$ cat src/rtl/serial_mag_comp_pkg.sv
// Shared types and constants for the bit-serial magnitude comparator.
package serial_mag_comp_pkg;

    localparam int DEFAULT_WIDTH = 8;

    typedef enum logic [1:0] {
        IDLE  = 2'd0,
        SHIFT = 2'd1,
        DONE  = 2'd2
    } state_t;

    function automatic int cnt_width(input int w);
        return $clog2(w + 1);
    endfunction

endpackage

$ cat src/rtl/serial_mag_comp_cmp_bit_cell.sv
// One-bit equality / greater-than cell.
module cmp_bit_cell (
    input  logic x,
    input  logic y,
    output logic e,
    output logic g
);

    assign e = (~x & ~y) | (x & y);
    assign g = x & ~y;

endmodule

$ cat src/rtl/serial_mag_comp.sv
// Bit-serial unsigned comparator: MSB first, exits at the first differing bit.
module serial_mag_comp
    import serial_mag_comp_pkg::*;
#(
    parameter int WIDTH = DEFAULT_WIDTH
) (
    input  logic             clk,
    input  logic             rst_n,
    input  logic             in_valid,
    output logic             in_ready,
    input  logic [WIDTH-1:0] a,
    input  logic [WIDTH-1:0] b,
    output logic             out_valid,
    input  logic             out_ready,
    output logic             eq,
    output logic             gt,
    output logic             lt,
    output logic             busy
);

    localparam int CW = cnt_width(WIDTH);

    state_t           state_q, state_d;
    logic [WIDTH-1:0] sa_q, sa_d;
    logic [WIDTH-1:0] sb_q, sb_d;
    logic [CW-1:0]    cnt_q, cnt_d;
    logic             eq_q, eq_d;
    logic             gt_q, gt_d;
    logic             lt_q, lt_d;
    logic             bit_e, bit_g;

    cmp_bit_cell u_cell (
        .x (sa_q[WIDTH-1]),
        .y (sb_q[WIDTH-1]),
        .e (bit_e),
        .g (bit_g)
    );

    always_comb begin
        state_d = state_q;
        sa_d    = sa_q;
        sb_d    = sb_q;
        cnt_d   = cnt_q;
        eq_d    = eq_q;
        gt_d    = gt_q;
        lt_d    = lt_q;
        unique case (state_q)
            IDLE: begin
                if (in_valid) begin
                    sa_d    = a;
                    sb_d    = b;
                    cnt_d   = CW'(WIDTH);
                    state_d = SHIFT;
                end
            end
            SHIFT: begin
                if (!bit_e) begin
                    eq_d    = 1'b0;
                    gt_d    = bit_g;
                    lt_d    = sb_q[WIDTH-1];
                    state_d = DONE;
                end else if (cnt_q == CW'(1)) begin
                    eq_d    = 1'b1;
                    gt_d    = 1'b0;
                    lt_d    = 1'b0;
                    state_d = DONE;
                end else begin
                    sa_d  = {sa_q[WIDTH-2:0], 1'b0};
                    sb_d  = {sb_q[WIDTH-2:0], 1'b0};
                    cnt_d = cnt_q - CW'(1);
                end
            end
            DONE: begin
                if (out_ready) begin
                    eq_d    = 1'b0;
                    gt_d    = 1'b0;
                    lt_d    = 1'b0;
                    state_d = IDLE;
                end
            end
            default: state_d = IDLE;
        endcase
    end

    always_ff @(posedge clk) begin
        if (!rst_n) begin
            state_q <= IDLE;
            sa_q    <= '0;
            sb_q    <= '0;
            cnt_q   <= '0;
            eq_q    <= 1'b0;
            gt_q    <= 1'b0;
            lt_q    <= 1'b0;
        end else begin
            state_q <= state_d;
            sa_q    <= sa_d;
            sb_q    <= sb_d;
            cnt_q   <= cnt_d;
            eq_q    <= eq_d;
            gt_q    <= gt_d;
            lt_q    <= lt_d;
        end
    end

    assign in_ready  = (state_q == IDLE);
    assign out_valid = (state_q == DONE);
    assign busy      = (state_q != IDLE);
    assign eq        = eq_q;
    assign gt        = gt_q;
    assign lt        = lt_q;

endmodule

$ cat config.mk
export PLATFORM = sky130hd
export DESIGN_NAME = serial_mag_comp
export DESIGN_NICKNAME = d
export VERILOG_FILES = /design/src/rtl/serial_mag_comp_pkg.sv /design/src/rtl/serial_mag_comp_cmp_bit_cell.sv /design/src/rtl/serial_mag_comp.sv
export SDC_FILE = /design/constraint.sdc
export NUM_CORES = 1
export LEC_CHECK = 0
export BUFFER_PORTS_ARGS = -buffer_cell sky130_fd_sc_hd__buf_4
export CORE_AREA = 2 2 69 45
export CTS_CLUSTER_DIAMETER = 120
export DETAILED_ROUTE_END_ITERATION = 10
export DIE_AREA = 0 0 71 47
export GPL_ROUTABILITY_DRIVEN = 0
export PLACE_DENSITY = 0.76
export SLEW_MARGIN = 0
export SYNTH_ARGS = -nofsm -noshare
export SYNTH_HDL_FRONTEND = slang
export SYNTH_HIERARCHICAL = 1
export SYNTH_SLANG_ARGS = --single-unit
export TNS_END_PERCENT = 5
$ cat constraint.sdc
create_clock -name clk -period 2.1 [get_ports clk]
set_input_delay 0.42 -clock clk [delete_from_list [all_inputs] [get_ports clk]]
set_output_delay 0.42 -clock clk [all_outputs]
set_load 0.1 [all_outputs]
Word level (Yosys, flattened, before mapping)
Index checks and enable logic that the tools add are counted.
{ "word_totals": {"regBits": 25, "inputBits": 20, "out_inout_bits": 6, "elab_cells": 55} }
{ "classes": {"addsub": 1, "n_eq_ne": 8, "muxes": 26, "n_bitwise": 6, "reduce_logical": 7} }
{ "ops": {"columns": ["op", "n"], "rows": [
  ["8-bit two-way mux", 6],
  ["8-bit case mux with 2 select lines", 2],
  ["4-bit two-way mux", 3],
  ["2-bit two-way mux", 4],
  ["4-bit case mux with 2 select lines", 1],
  ["1-bit two-way mux", 6],
  ["2-bit != test, second input constant", 3],
  ["1-bit case mux with 2 select lines", 3],
  ["2-bit case mux with 3 select lines", 1],
  ["3-bit AND reduction", 2],
  ["2-bit nonzero test", 3],
  ["4-bit by 1-bit == test with 1-bit output, second input constant", 1],
  ["4-bit AND reduction", 1],
  ["4-bit by 1-bit subtractor with 4-bit output, second input constant", 1],
  ["1-bit bitwise AND", 3],
  ["3-bit != test, second input constant", 1],
  ["2-bit by 1-bit == test with 1-bit output, second input constant", 1],
  ["2-bit == test, second input constant", 1],
  ["2-bit logical NOT", 1],
  ["2-bit by 1-bit != test with 1-bit output, second input constant", 1],
  ["1-bit inverter", 2],
  ["1-bit OR", 1]
]} }

Longest topological paths before layout
Gate-level depths: netlist (run 1).
{ "logic_depth": {"word_depth": 5, "mapped_depth": 7, "ltp_nobuf": 5} }

By module
The synthesis (run 1) kept the hierarchy.
{ "modules_own_cells": {"columns": ["module", "n_inst", "cells_per_inst", "area_per_inst_um2", "seq_area_each_um2"], "rows": [
  ["serial_mag_comp", 1, 146, 1357.6, 500.5],
  ["cmp_bit_cell", 1, 2, 16.3, 0.0]
]} }

Worst setup path after synthesis (run 1)
No wires, ideal clock.
{ "synth_timing": {"path_kind": "register to register", "startpoint": "register state_q[1]", "endpoint": "register gt_q, in the netlist gt", "setup_time_ns": 0.116, "t_arrival_ns": 2.305, "t_required_ns": 1.984, "path_slack_ns": -0.321, "stages_incl_launch_ff": 4, "path_buffers": 0, "synth_period_minus_slack_ns": 2.421, "cell_sequence": "dfxtp_1 nor2b_1 nor4_1 a31o_2"} }
{ "synth_via": {"elab_chain_len": 3, "elab_cells_between_ends": 7, "classes_between": "4 x eq/ne; 1 x mux; 2 x reduce/logical"} }
{ "synth_lines": {"columns": ["item", "line_no", "rtl"], "rows": [
  ["from (decl)", "serial_mag_comp.sv:23", "state_t state_q, state_d;"],
  ["from (signal assigned)", "serial_mag_comp.sv:95", "state_q <= state_d;"],
  ["2-bit == test *", null, null],
  ["named net out_valid", "serial_mag_comp.sv:13", "output logic out_valid,"],
  ["2-bit by 1-bit != test with 1-bit output (no source line) or 2-bit nonzero test (tied branches)", null, null],
  ["3-bit AND reduction (no source line)", null, null],
  ["to (signal assigned)", "serial_mag_comp.sv:100", "gt_q <= gt_d;"],
  ["to (decl)", "serial_mag_comp.sv:28", "logic gt_q, gt_d;"]
]} }
Mark *: on every way through the listed nets, which the timed path passes. The rest lies on a longest branch.
A chain may end at the register's enable or synchronous reset.

Worst setup path after layout (run 1)
{ "layout_timing": {"startpoint": "register cnt_q[0]", "endpoint": "register cnt_q[3]"} }
{ "layout_via": {"elab_chain_len": 4, "elab_cells_between_ends": 7, "classes_between": "1 x add/sub; 2 x eq/ne; 3 x mux; 1 x reduce/logical"} }
{ "layout_lines": {"columns": ["item", "line_no", "rtl"], "rows": [
  ["from (decl)", "serial_mag_comp.sv:26", "logic [CW-1:0] cnt_q, cnt_d;"],
  ["from (signal assigned)", "serial_mag_comp.sv:98", "cnt_q <= cnt_d;"],
  ["4-bit by 1-bit subtractor with 4-bit output", "serial_mag_comp.sv:70", "cnt_d = cnt_q - CW'(1);"],
  ["4-bit two-way mux", "serial_mag_comp.sv:62", "end else if (cnt_q == CW'(1)) begin"],
  ["4-bit two-way mux", "serial_mag_comp.sv:57", "if (!bit_e) begin"],
  ["4-bit case mux with 2 select lines", "serial_mag_comp.sv:47", "unique case (state_q)"]
]} }
Several ways; a longest one is shown, not always the timed one. The select of a mux whose other input is x is not followed.

==> results of run 1 <==
worst max path at each step:
stage	cells after the start	end	slack [ps]	startpoint
2_1_floorplan	2	in_ready	100	state_q[1]
4_1_cts	5	cnt_q[3]	290	cnt_q[0]
3_5_place_dp	5	cnt_q[3]	300	cnt_q[0]
5_1_grt	6	sa_q[2]	150	sb_q[7]
6_report	5	cnt_q[3]	280	cnt_q[0]
3_3_place_gp	6	cnt_q[3]	350	cnt_q[1]
worst register-to-register path, cell delays in order (launching register included):
cell	delay (ps)
dfxtp_1	390
ha_1	170
or3b_4	510
a21o_1	240
buf_4	190
o2111a_1	230
state kept, by name, indices dropped and copies added (netlist names):
register  flops
eq            1
sa_q          8
gt            1
state_q       2
lt            1
cnt_q         4
sb_q          8
area by class of cell:
cell class,instances,area [um2],share of cell area
timing repair buffer,32,240,0.150
sequential,25,500,0.313
inverter,7,26.3,0.0164
tap,34,42.5,0.0266
multi-input combinational,102,746,0.466
clock buffer,4,45.0,0.0281
placed cells by master, fill, tap and decap left out, types with 2 or more instances in the layout:
cell      synthesis  final
nand2_1          35     35
buf_4             3     32
dfxtp_1          25     25
a211oi_1          8      8
a211oi_2          7      7
a311oi_2          7      7
a311oi_1          7      7
inv_1             6      6
nor4_1            3      3
a31o_2            3      3
nand4_1           3      3
ha_1              3      3
clkbuf_8          1      3
o21ai_0           2      2
a21oi_1           2      2
or3_1             2      2
mux2i_1           2      2
nand3_1           2      2
routing by layer:
metal	up-vias	wire, um
met3	0	161
met2	24	1350
met1	553	1400
li1	593	-
met4	0	0
met5	-	0
through the flow:
step	total power [mW]	setup slack (ps)	instance area, um2	util
6_report	1.43	279	1600	0.588
5_1_grt	1.51	152	1600	0.588
4_1_cts	1.44	288	1600	0.588
3_5_place_dp	1.15	303	1560	0.571
3_3_place_gp	1.14	350	1560	0.571
2_1_floorplan	1.05	96.5	1380	-
power groups by stage:
stage	clock [mW]	combinational, mW	sequential (mW)
after floorplan	0	0.440	0.610
after global placement	0	0.530	0.612
after detailed placement	0	0.539	0.614
after CTS	0.295	0.540	0.604
after global routing	0.311	0.585	0.614
final	0.283	0.539	0.605
cells in the mapped netlist:
cell type and number:
a211oi_1 8, a211oi_2 7, a21o_1 1, a21oi_1 2
a22o_1 1, a311oi_1 7, a311oi_2 7, a31o_2 3
and3b_1 1, buf_2 3, buf_4 3, buf_6 2
buf_8 1, clkbuf_1 4, clkbuf_8 1, clkinv_1 1
dfxtp_1 25, ha_1 3, inv_1 6, mux2i_1 2
nand2_1 35, nand2b_1 1, nand3_1 2, nand3b_1 1
nand4_1 3, nand4b_1 1, nor2_1 1, nor2b_1 2
nor3_1 1, nor3b_4 1, nor4_1 3, nor4bb_1 1
o2111a_1 1, o211ai_1 1, o21ai_0 2, or2_2 1
or3_1 2, or3b_4 1
kinds of logic (layout without fill, tap and decap cells):
| group | Yosys count | in the layout | share of synthesized area |
|---|---|---|---|
| buffers and inverters | 21 | 43 | 0.0947 |
| adder cells (fa/ha/maj) | 3 | 3 | 0.0273 |
| AO/OA/AOI/OAI | 40 | 40 | 0.288 |
| AND/OR/NAND/NOR | 57 | 57 | 0.211 |
| flip-flops | 25 | 25 | 0.364 |
| multiplexers | 2 | 2 | 0.0146 |
==> results.sh, run 1 <==
export IMPL_relSlewSlack=0.663
export IMPL_whs_ps=385
export IMPL_busiest_layer="met2"
export IMPL_period_share=0.867
export IMPL_power_internal_mw=0.894
export IMPL_syn_inst=148
export IMPL_hold_path_startpoint="b[0]"
export IMPL_status="finished clean"
export IMPL_seq_area_frac_synth=0.364
export IMPL_first_pass_iters=5
export IMPL_cp_top_family="simple AND/OR/NAND/NOR gates"
export IMPL_dp_cells=200
export IMPL_antenna_found_initial=0
export IMPL_start_util=0.505
export IMPL_vias=1170
export IMPL_dieArea_um2=3340
export IMPL_n_antenna_cell=0
export IMPL_seq_power_share=0.424
export IMPL_ant_nets=0
export IMPL_clock_skew_ps=5.04
export IMPL_synth_nets=171
export IMPL_hold_path_class="input pin to register"
export IMPL_first_iter_violations=62
export IMPL_design_core_area_um2=2720
export IMPL_endpoint_kind="register"
export IMPL_synth_distinct_cells=38
export IMPL_grt_usage=0.188
export IMPL_fillCellCount=247
export IMPL_wl_um=2920
export IMPL_combPwrFrac=0.378
export IMPL_grt_pass1_wl_um=4940
export IMPL_syn_area_um2=1370
export IMPL_cts_buffers=3
export IMPL_ys_ff_latch=25
export IMPL_postCtsSetupBuffers=0
export IMPL_cts_resized=0
export IMPL_syn_avg_cell_area_um2=9.28
export IMPL_cts_sinks=25
export IMPL_fin_cells=204
export IMPL_total_leakage_power_nw=0.623
export IMPL_fin_crit_ps=1820
export IMPL_die_y_um=47
export IMPL_ys_warn_count=6
export IMPL_whs_endpoint="sb_q[0]"
export IMPL_grt_use_met3=0.0472
export IMPL_cp_max_fo=20
export IMPL_r2r_start="cnt_q[0]"
export IMPL_clkPwrFrac=0.198
export IMPL_synth_top_cell_area_share=0.364
export IMPL_cts_root_buf="clkbuf_8"
export IMPL_setup_viol=0
export IMPL_grt_pass1_vias=1112
export IMPL_clkTransAtPathRegs_ps=90
export IMPL_p_sw_mw=0.533
export IMPL_tightest_slew_ps=506
export IMPL_rsz0062_at_grt="no"
export IMPL_hold_depth=3
export IMPL_nNetsFinal=194
export IMPL_drive_gt1_frac=0.329
export IMPL_drv_slew=0
export IMPL_die_w_um=71
export IMPL_post_drt_via_cell_ratio=5.74
export IMPL_slowest_stage="or3b_4"
export IMPL_io_buffers=25
export IMPL_pwr_density_cell_nw_per_um2=892
export IMPL_arrival_ps=1990
export IMPL_drc_errors=0
export IMPL_reg2reg_setup_slack_ps=280
export IMPL_drv_cap=0
export IMPL_postCtsHoldBufs=0
export IMPL_clk_latency_ps=270
export IMPL_max_freq_mhz=549
export IMPL_cp_data_required_time_ps=2270
export IMPL_io_pins=26
export IMPL_cts_tree="done"
export IMPL_crit_path_cell_trace="ha_1 > or3b_4 > a21o_1 > buf_4 > o2111a_1"
export IMPL_grt_overflow=0
export IMPL_p_sw_frac=0.373
export IMPL_use_met1=0.246
export IMPL_crit_path_start_kind="register"
export IMPL_met2_usage=0.335
export IMPL_max_stage_delay_ps=510
export IMPL_fin_tns_setup_ps=0
export IMPL_worstSetupPathType="register to register"
export IMPL_syn_to_final_growth_pct=16.5
export IMPL_wl_per_cell_um=14.3
export IMPL_reg2reg_depth=5
export IMPL_rows=15
export IMPL_hpwlAfterDp_um=2110
export IMPL_irDropWorstVdd_v=0.000382
export IMPL_hold_viol=0
export IMPL_grt_max_degree=23
export IMPL_path_buf_inv=1
export IMPL_synth_area_top_cells="dfxtp_1 36%, nand2_1 9.6%, a311oi_2 7.7%, a211oi_2 6.4%, a311oi_1 4.5%"
export IMPL_htreeDepth=1
export IMPL_timing_rr_end="cnt_q[3]"
export IMPL_cts_buffer_depth=2
export IMPL_yosys_area_top_type="dfxtp_1"
No activity file was read; power rests on OpenSTA's default activity.
==> run 2, diff against run 1 <==
--- a/config.mk
+++ b/config.mk
@@ -6,15 +6,15 @@
 export NUM_CORES = 1
 export LEC_CHECK = 0
 export BUFFER_PORTS_ARGS = -buffer_cell sky130_fd_sc_hd__buf_4
-export CORE_AREA = 2 2 69 45
+export CORE_AREA = 2 2 68 44
 export CTS_CLUSTER_DIAMETER = 120
 export DETAILED_ROUTE_END_ITERATION = 10
-export DIE_AREA = 0 0 71 47
+export DIE_AREA = 0 0 70 46
 export GPL_ROUTABILITY_DRIVEN = 0
-export PLACE_DENSITY = 0.76
+export GPL_TIMING_DRIVEN = 0
+export PLACE_DENSITY = 0.77
 export SLEW_MARGIN = 0
 export SYNTH_ARGS = -nofsm -noshare
 export SYNTH_HDL_FRONTEND = slang
-export SYNTH_HIERARCHICAL = 1
 export SYNTH_SLANG_ARGS = --single-unit
 export TNS_END_PERCENT = 5
==> constraint.sdc (replaced) <==
create_clock -name clk -period 2.1 [get_ports clk]
set_input_delay 0.105 -clock clk [delete_from_list [all_inputs] [get_ports clk]]
set_output_delay 0.105 -clock clk [all_outputs]
set_load 0.1 [all_outputs]
==> run 2 against run 1 <==
Compared with the run above:
- total power rose by 16%
- register-to-register slack got worse by 120 ps
- routed wire length rose by 2.2%
- sequential share of layout area fell by 0.24 points
- flip-flop and latch count did not move
- design area rose by 0.78%
- synthesized cell count rose by 0.68%
- clock skew fell by 3.3 ps
- global-route usage rose by 1.4 points
- area after synthesis fell by 2.4%
==> results.sh, run 2 <==
export IMPL_status="finished clean"
export IMPL_reg_top3="sa_q: 8 flops, sb_q: 8 flops, cnt_q: 4 flops"
export IMPL_r2r_start="sb_q[7]"
export IMPL_layout_common_cells="25 x dfxtp_1, 24 x buf_4, 21 x nand2_1"
export IMPL_wl_um=2980
export IMPL_async_flop_share=0
export IMPL_postCtsHoldBufs=0
export IMPL_tightest_slew_ps=640
export IMPL_cts_buffers=3
export IMPL_synth_top_cell_area_share=0.373
export IMPL_nNetsFinal=202
export IMPL_rsz0062_at_grt="no"
export IMPL_reg2reg_depth=6
export IMPL_grt_max_degree=15
export IMPL_syn_avg_cell_area_um2=9.00
export IMPL_synth_area_top_cells="dfxtp_1 37%, mux2i_1 13%, o211ai_1 7.8%, nand2b_1 6.5%, nand2_1 5.9%"
export IMPL_synth_nets=173
export IMPL_postCtsSetupBuffers=0
export IMPL_timing_rr_end="sb_q[6]"
export IMPL_max_freq_mhz=516
export IMPL_endpoint_kind="register"
export IMPL_hold_viol=0
export IMPL_clk_latency_ps=280
export IMPL_irDropWorstVdd_v=0.000536
export IMPL_design_core_area_um2=2670
export IMPL_syn_inst=149
export IMPL_path_buf_inv=2
export IMPL_syn_to_final_growth_pct=20.2
export IMPL_cts_tree="done"
export IMPL_pwr_density_cell_nw_per_um2=1030
export IMPL_setup_viol=0
export IMPL_post_drt_via_cell_ratio=5.53
export IMPL_cts_buffer_depth=2
export IMPL_synth_most_common_cell="dfxtp_1"
export IMPL_pre_cts_slack_ps=206
export IMPL_crit_path_cell_trace="inv_1 > ha_1 > mux2i_1 > nor3_4 > buf_8 > mux2i_1"
export IMPL_worstSetupPathType="register to register"
export IMPL_slowest_stage="nor3_4"
export IMPL_drc_errors=0
export IMPL_vias=1167
export IMPL_fin_ws_ps=163
export IMPL_hold_path_class="input pin to register"
export IMPL_yosys_area_top_type="dfxtp_1"
export IMPL_synth_edf_count=0
export IMPL_cts_root_buf="clkbuf_8"
export IMPL_cts_sinks=25
export IMPL_io_pins=26
export IMPL_dp_cells=207
export IMPL_grt_usage=0.202
export IMPL_fin_tns_setup_ps=0
export IMPL_placed_area_um2=1570
export IMPL_io_buffers=24
export IMPL_whs_ps=76.3
export IMPL_grt_pass1_vias=1060
export IMPL_first_pass_iters=4
export IMPL_wl_per_cell_um=14.1
export IMPL_crit_path_start="sb_q[7]"
export IMPL_die_y_um=46
export IMPL_n_antenna_cell=0
export IMPL_fin_util=0.605
export IMPL_cp_max_fo=10
export IMPL_dieArea_um2=3220
export IMPL_synth_flop_cell="dfxtp_1"
export IMPL_relSlewSlack=0.572
export IMPL_multi_input_area_um2=757
export IMPL_hpwlAfterDp_um=2180
export IMPL_cp_data_required_time_ps=2310
export IMPL_reg2reg_setup_slack_ps=160
export IMPL_ant_nets=0
export IMPL_die_w_um=70
export IMPL_totalPowerFinal_mw=1.66
export IMPL_endpoint="sb_q[6]"
export IMPL_cp_top_family="multiplexers"
export IMPL_rows=15
export IMPL_fin_cells=211
export IMPL_grt_overflow=0
export IMPL_stdcell_area_um2=1610
export IMPL_clock_skew_ps=1.76
export IMPL_seq_area_um2=500
export IMPL_synth_distinct_cells=33
export IMPL_antenna_found_initial=0
export IMPL_syn_area_um2=1340
export IMPL_drv_cap=0
export IMPL_cts_resized=0
export IMPL_layout_commonest_cell="dfxtp_1"
export IMPL_crit_path_start_kind="register"
export IMPL_max_stage_delay_ps=420
export IMPL_fin_crit_ps=1940
export IMPL_synth_common_cells="25 x dfxtp_1, 21 x nand2_1, 17 x mux2i_1"
export IMPL_start_util=0.503
export IMPL_ys_ff_latch=25
export IMPL_cp_depth=6
export IMPL_drv_slew=0
export IMPL_seq_area_frac_synth=0.373
export IMPL_htreeDepth=1
export IMPL_path_common_cell="mux2i_1"
export IMPL_total_leakage_power_nw=0.655
export IMPL_ys_warn_count=0
export IMPL_period_share=0.923
export IMPL_grt_pass1_wl_um=4960
export IMPL_drive_gt1_frac=0.209
export IMPL_fillCellCount=229
export IMPL_arrival_ps=2150
export IMPL_clkTransAtPathRegs_ps=90
export IMPL_first_iter_violations=87
-- run 2: cell families after synthesis --
group | after synthesis | share of synthesized area
AND/OR/NAND/NOR | 54 | 0.233
AO/OA/AOI/OAI | 30 | 0.165
adder cells (fa/ha/maj) | 4 | 0.0373
buffers and inverters | 19 | 0.0644
multiplexers | 17 | 0.127
flip-flops | 25 | 0.373
-- run 2: worst min-delay path by stage --
stage          start  cells past startpoint      end
3_5_place_dp    b[0]                      3  sb_q[0]
6_report        a[0]                      3  sa_q[0]
2_1_floorplan   a[0]                      2  sa_q[0]
4_1_cts         b[0]                      3  sb_q[0]
5_1_grt         b[0]                      3  sb_q[0]
3_3_place_gp    a[0]                      3  sa_q[0]
-- run 2: cell type report --
cell class                      instances  area share
Tap cell                               34      0.0264
Buffer                                 10      0.0326
Multi-Input combinational cell        105       0.469
Clock buffer                            3      0.0256
Timing Repair Buffer                   24       0.112
Inverter                                9      0.0209
Sequential cell                        25       0.310
Clock inverter                          1     0.00310
-- run 2: routing by layer --
metal | global-route usage | vias up | share of wire
met4 | 0.0615 | 0 | 0.012
met3 | 0.0487 | 4 | 0.034
met1 | 0.281 | 554 | 0.50
met2 | 0.314 | 21 | 0.45
met5 | 0 | - | 0
li1 | - | 588 | -
-- run 2: power breakdown --
part	leakage (nW)	switching, mW	internal (mW)	total [mW]
Sequential	0.206	0.0727	0.577	0.650
Combinational	0.424	0.422	0.287	0.709
Clock	0.0255	0.164	0.133	0.298
-- run 2: tightest hold or removal path, cell delays in order --
cell     delay (ps)
buf_4           110
nand2_1          50
a21oi_1          50
